$ cat src/rtl/cgra_input_read_scheduler.sv
// Strided read sequencer for CGRA input channels sharing one AXI-Lite read port.
// Round-robin arbitration, one outstanding read, one-entry buffer per channel.
module cgra_input_read_scheduler #(
  parameter int unsigned N_CH   = 4,
  parameter int unsigned ADDR_W = 32,
  parameter int unsigned DATA_W = 32,
  parameter int unsigned SIZE_W = 16
) (
  input  logic                     clk_i,
  input  logic                     rst_ni,
  input  logic                     execute_i,
  input  logic [N_CH*ADDR_W-1:0]   base_addr_i,
  input  logic [N_CH*SIZE_W-1:0]   size_i,
  input  logic [N_CH*SIZE_W-1:0]   stride_i,
  output logic [ADDR_W-1:0]        ar_addr_o,
  output logic                     ar_valid_o,
  input  logic                     ar_ready_i,
  input  logic [DATA_W-1:0]        r_data_i,
  input  logic [1:0]               r_resp_i,
  input  logic                     r_valid_i,
  output logic                     r_ready_o,
  output logic [N_CH*DATA_W-1:0]   data_o,
  output logic [N_CH-1:0]          data_valid_o,
  input  logic [N_CH-1:0]          data_ready_i,
  output logic                     busy_o,
  output logic                     done_o,
  output logic                     error_o
);

  localparam int unsigned PtrW = (N_CH > 1) ? $clog2(N_CH) : 1;

  typedef enum logic [1:0] {StIdle, StArb, StAr, StR} state_e;

  state_e                         state_q, state_d;
  logic [N_CH-1:0][ADDR_W-1:0]    base_q, base_d;
  logic [N_CH-1:0][SIZE_W-1:0]    size_q, size_d;
  logic [N_CH-1:0][SIZE_W-1:0]    stride_q, stride_d;
  // One extra bit so offset + stride can never wrap back below size.
  logic [N_CH-1:0][SIZE_W:0]      offset_q, offset_d;
  logic [PtrW-1:0]                rr_ptr_q, rr_ptr_d;
  logic [PtrW-1:0]                winner_q, winner_d;
  logic [ADDR_W-1:0]              addr_q, addr_d;
  logic [N_CH-1:0][DATA_W-1:0]    buf_data_q, buf_data_d;
  logic [N_CH-1:0]                buf_valid_q, buf_valid_d;
  logic                           error_q, error_d;

  logic [N_CH-1:0]                pending, eligible;
  logic                           found;
  logic [PtrW-1:0]                found_idx, cand;

  // Per-channel pending/eligible; a buffer drained this cycle counts as free.
  always_comb begin
    pending  = '0;
    eligible = '0;
    for (int unsigned i = 0; i < N_CH; i++) begin
      pending[i]  = offset_q[i] < {1'b0, size_q[i]};
      eligible[i] = pending[i] & (~buf_valid_q[i] | data_ready_i[i]);
    end
  end

  // First eligible channel at or after rr_ptr, wrapping modulo N_CH.
  always_comb begin
    found     = 1'b0;
    found_idx = '0;
    cand      = '0;
    for (int unsigned k = 0; k < N_CH; k++) begin
      cand = PtrW'((32'(rr_ptr_q) + k) % N_CH);
      if (!found && eligible[cand]) begin
        found     = 1'b1;
        found_idx = cand;
      end
    end
  end

  // Next-state, datapath updates and handshake outputs.
  always_comb begin
    state_d     = state_q;
    base_d      = base_q;
    size_d      = size_q;
    stride_d    = stride_q;
    offset_d    = offset_q;
    rr_ptr_d    = rr_ptr_q;
    winner_d    = winner_q;
    addr_d      = addr_q;
    buf_data_d  = buf_data_q;
    buf_valid_d = buf_valid_q;
    error_d     = error_q;
    ar_valid_o  = 1'b0;
    r_ready_o   = 1'b0;
    done_o      = 1'b0;

    for (int unsigned i = 0; i < N_CH; i++) begin
      if (buf_valid_q[i] && data_ready_i[i]) buf_valid_d[i] = 1'b0;
    end

    unique case (state_q)
      StIdle: begin
        if (execute_i) begin
          for (int unsigned i = 0; i < N_CH; i++) begin
            base_d[i]   = base_addr_i[i*ADDR_W +: ADDR_W];
            size_d[i]   = size_i[i*SIZE_W +: SIZE_W];
            stride_d[i] = stride_i[i*SIZE_W +: SIZE_W];
          end
          offset_d = '0;
          error_d  = 1'b0;
          state_d  = StArb;
        end
      end
      StArb: begin
        if (found) begin
          rr_ptr_d = PtrW'((32'(found_idx) + 32'd1) % N_CH);
          winner_d = found_idx;
          addr_d   = base_q[found_idx] + ADDR_W'(offset_q[found_idx]);
          state_d  = StAr;
        end else if (pending == '0 && buf_valid_q == '0) begin
          done_o  = 1'b1;
          state_d = StIdle;
        end
      end
      StAr: begin
        ar_valid_o = 1'b1;
        if (ar_ready_i) begin
          if (stride_q[winner_q] == '0) begin
            offset_d[winner_q] = {1'b0, size_q[winner_q]};
          end else begin
            offset_d[winner_q] = offset_q[winner_q] + {1'b0, stride_q[winner_q]};
          end
          state_d = StR;
        end
      end
      StR: begin
        r_ready_o = 1'b1;
        if (r_valid_i) begin
          buf_data_d[winner_q]  = r_data_i;
          buf_valid_d[winner_q] = 1'b1;
          if (r_resp_i != 2'b00) error_d = 1'b1;
          state_d = StArb;
        end
      end
      default: state_d = StIdle;
    endcase
  end

  // State registers; reset abandons any outstanding transaction.
  always_ff @(posedge clk_i or negedge rst_ni) begin
    if (!rst_ni) begin
      state_q     <= StIdle;
      base_q      <= '0;
      size_q      <= '0;
      stride_q    <= '0;
      offset_q    <= '0;
      rr_ptr_q    <= '0;
      winner_q    <= '0;
      addr_q      <= '0;
      buf_data_q  <= '0;
      buf_valid_q <= '0;
      error_q     <= 1'b0;
    end else begin
      state_q     <= state_d;
      base_q      <= base_d;
      size_q      <= size_d;
      stride_q    <= stride_d;
      offset_q    <= offset_d;
      rr_ptr_q    <= rr_ptr_d;
      winner_q    <= winner_d;
      addr_q      <= addr_d;
      buf_data_q  <= buf_data_d;
      buf_valid_q <= buf_valid_d;
      error_q     <= error_d;
    end
  end

  assign ar_addr_o    = addr_q;
  assign data_o       = buf_data_q;
  assign data_valid_o = buf_valid_q;
  assign busy_o       = (state_q != StIdle);
  assign error_o      = error_q;

endmodule
$ cat config.mk
export PLATFORM = sky130hd
export DESIGN_NAME = cgra_input_read_scheduler
export DESIGN_NICKNAME = d
export VERILOG_FILES = /design/src/rtl/cgra_input_read_scheduler.sv
export SDC_FILE = /design/constraint.sdc
export NUM_CORES = 1
export LEC_CHECK = 0
export CAP_MARGIN = 25
export CORE_ASPECT_RATIO = 0.8
export CORE_UTILIZATION = 50
export DETAILED_ROUTE_END_ITERATION = 7
export HOLD_SLACK_MARGIN = 0.15
export PLACE_DENSITY = 0.84
export SKIP_LAST_GASP = 1
export SYNTH_ARGS = -nofsm -noshare
export SYNTH_HDL_FRONTEND = slang
export SYNTH_SLANG_ARGS = --single-unit
$ cat constraint.sdc
create_clock -name clk_i -period 18.2 [get_ports clk_i]
set_input_delay 2.73 -clock clk_i [delete_from_list [all_inputs] [get_ports clk_i]]
set_output_delay 2.73 -clock clk_i [all_outputs]
set_load 0.05 [all_outputs]
==> metrics.md <==
| Metric | Value |
|---|---|
| Residual DRC count | 0 |
| Max Root-Sink Buffers | 3 |
| VDD IR-drop max | 0.000160 V |
| Post-Synthesis Cells | 2006 |
| Slowest-stage cell, CP | buf_4 |
| Post-synth top area share | 0.505 |
| Syn_area_per_cell | 12.2 sq um |
| Slack of the worst reg-to-reg path | 10230 ps |
| DP HPWL | 52300 microns |
| Die height | 200 microns |
| CP delay by family, top | compound AO/OA/AOI/OAI gates |
| HP Class | register to register |
| Yosys Warn Count | 0 |
| Worst slew pin tran | 1000 ps |
| Post-DP Area | 29800 sq um |
| Initial Util | 0.507 |
| Post-cts hold buffer count | 0 |
| Slew margin rel. | 0.332 |
| Max Fclk | 0.113 GHz |
| Worst-Skew Late Latency | 610 ps |
| Final hold vios | 0 |
| Core Box Area | 48400 sq um |
| Post-synth ARST share | 1.00 |
| Commonest non-fill, non-tap cell in the layout | dfrtp_1 |
| Crit path DAT | 9340 ps |
| CTS H-Tree Depth | 2 |
| Clock root cell | clkbuf_16 |
| Final setup violation count | 0 |
| Synth top area cells | dfrtp_1 51%, mux2_2 18%, ha_1 5.0%, mux4_2 4.5%, nand2_1 3.2% |
| Crit-path cells | clkdlybuf4s50_1, nor2b_1, or4_1, nor4_1, a211o_2, buf_4, and2_1, a211oi_1, a31oi_1, ha_1, fa_1, a21oi_1, o21ai_0, a21boi_0, o31ai_1, a211oi_1, o21ai_0, a21oi_1, inv_1, o2111ai_2, or2_1, or4_1, nand3_1 |
| Run status | finished clean |
| Post-synthesis compound-gate area fraction | 0.0860 |
| Drt initial violations | 1324 |
| Final min period | 8820 ps |
| Number of global-route vias before repair | 18955 |
| Detail Route Antenna Nets | 0 |
| Number of synthesized register bits | 495 |
| Worst r2r dst | ar_addr_o[30] |
| Pin count of the biggest net entering global routing | 128 |
| Fin area | 31500 sq um |
| Seq/Total Area, Yosys | 0.505 |
| Most frequent cells in the layout | 493 x dfrtp_1, 466 x clkdlybuf4s50_1, 386 x mux2_2 |
| XOR/XNOR share of the synthesized area | 0.0132 |
| Port Buffers | 467 |
| Pwr/cell area | 226 nW/um^2 |
| First-pass GRT wire length | 111000 microns |
| Post-CTS Resized | 0 |
| WL final | 71100 microns |
| CP endpoint kind | register |
| Max incr delay on CP | 570 ps |
| Max Slew Vio Count | 0 |
| Die area | 49900 sq um |
| Critical path buffers and inverters | 3 |
| Rows | 72 |
| TNS Setup | 0 ps |
| R2R Path Start | size_q[42] |
| Die span in x | 250 microns |
| Syn Nets | 2405 |
| GRT Total Usage | 0.286 |
| Clock-pin transition on the worst setup and hold timing paths | 70 ps |
| Final setup margin | 9380 ps |
| Worst hold stages | 2 |
| Nets | 2845 |
| CTS tree | yes |
| Initial antenna violation count | 5 |
| DR WL/cell | 22.8 microns |
| Post-CTS setup buffers | 0 |
| Place WS | 8930 ps |
| Total CTS buffers | 49 |
| DR vias | 18045 |
| Simple-gate share of the synthesized area | 0.0748 |
| Worst Hold Endpoint | ar_addr_o[1] |
| Drt first pass iters | 5 |
| Setup CP Type | input port to register |
| Max-cap violations | 0 |
| CP Launch Type | input port |
| Post-Synth Adder-Cell Area | 0.0517 |
| Routability cong. | 0.925 |
| Largest fanout on the critical path | 77 |
| Area delta synth->final | 28.4% |
| Main combinational cell family by area after synthesis | multiplexers |
| Total grt overflow | 0 |
| Data required time of the worst path | 18720 ps |
| Min-delay src | ar_addr_o[1] |
| Post-synth top area cell | dfrtp_1 |
| Synth unique cells | 70 |
| EDFF count, synth | 0 |
| Final worst clock skew | 23.7 ps |
| Netlist Area Pre-Place | 24500 sq um |
| LEAKAGE | 14.0 nW |
| Worst r2r path cells | 26 |
| RSZ-0062 raised after global routing | no |
| Mux cell area share after synthesis | 0.239 |
| Drt via density | 5.79 |
| Ys flop type | dfrtp_1 |
| # IOs | 468 |
| Final worst-path cycle share | 0.485 |
| CTS sink count | 495 |
| Layout cells sized above 1 | 0.227 |
## cell usage after synthesis, drive strengths merged (45+ instances only)
master  instances
mux2          386
mux4           49
a21oi          51
ha             98
o21ai         108
nand2         209
and2           45
clkbuf         93
dfrtp         495
inv            82
## power breakdown
part           leakage (nW)  internal [W]  switching [W]
combinational          7.02       0.00169        0.00238
sequential             6.14       0.00162       0.000395
clock                 0.800      0.000577       0.000450
total                  14.0       0.00388        0.00323
## sequential cells by signal, indices dropped and copies added, names as in the netlist, 4 cells and up
signal / cells
base_q: 128
data_o: 128
offset_q: 68
size_q: 64
stride_q: 64
ar_addr_o: 32
data_valid_o: 4
## layout make-up
type / count / area, sq um
fillers: 3493 / 16900
well taps: 629 / 787
repair buffers: 495 / 4950
flip-flops and latches: 495 / 12400
multi-input cells: 1323 / 11400
clock buffers: 77 / 1480
inverters: 82 / 308
diodes: 1 / 2.50
clock inverters: 13 / 129
## worst max path at each step
stage	start	endpoint	slack, ps	depth (start not counted)
final	data_ready_i[2]	ar_addr_o[30]	9380	23
after global routing	data_ready_i[2]	ar_addr_o[30]	8920	23
after CTS	data_ready_i[2]	ar_addr_o[30]	9470	23
after detailed placement	data_ready_i[2]	ar_addr_o[30]	8930	23
after global placement	data_ready_i[2]	ar_addr_o[30]	9240	23
after floorplan	data_ready_i[2]	ar_addr_o[30]	10380	24
## worst reg2reg max path: stages, from the launching register on
cell and delay [ps]:
dfrtp_1 380, inv_1 60, ha_1 300, a21o_1 170, a211o_1 360, a2111oi_0 620
a21oi_1 420, nor4_1 690, a211o_2 200, buf_4 570, and2_1 290, a211oi_1 50
a31oi_1 170, ha_1 230, fa_1 230, a21oi_1 80, o21ai_0 390, a21boi_0 280
o31ai_1 550, a211oi_1 160, o21ai_0 340, a21oi_1 110, inv_1 100, o2111ai_2 210
or2_1 330, or4_1 490, nand3_1 110
## through the flow
step	hold WS, ps	cells	total power (W)	util
3_3_place_gp	464	3020	0.00590	0.615
2_1_floorplan	467	2006	0.00482	-
6_report	487	3115	0.00711	0.651
4_1_cts	490	3110	0.00711	0.649
3_5_place_dp	473	3020	0.00604	0.615
5_1_grt	505	3114	0.00757	0.650
## routing by layer
metal / global-route usage / part of all wire
met5: 0 / 0.00091
met4: 0.0814 / 0.026
met3: 0.0733 / 0.081
met2: 0.486 / 0.49
met1: 0.364 / 0.40
## cell families (layout without fill, tap and decap cells)
logic type                 after synthesis  after routing
AOI/OAI and AO/OA                      324            324
xor gates and xnor gates                37             37
adders and majority gates              100            100
buffers and inverters                  188            667
DFF                                    495            495
muxes                                  474            474
other                                    0              1
and+or+nand+nor                        388            388
Power figures use the tool's default switching activity.
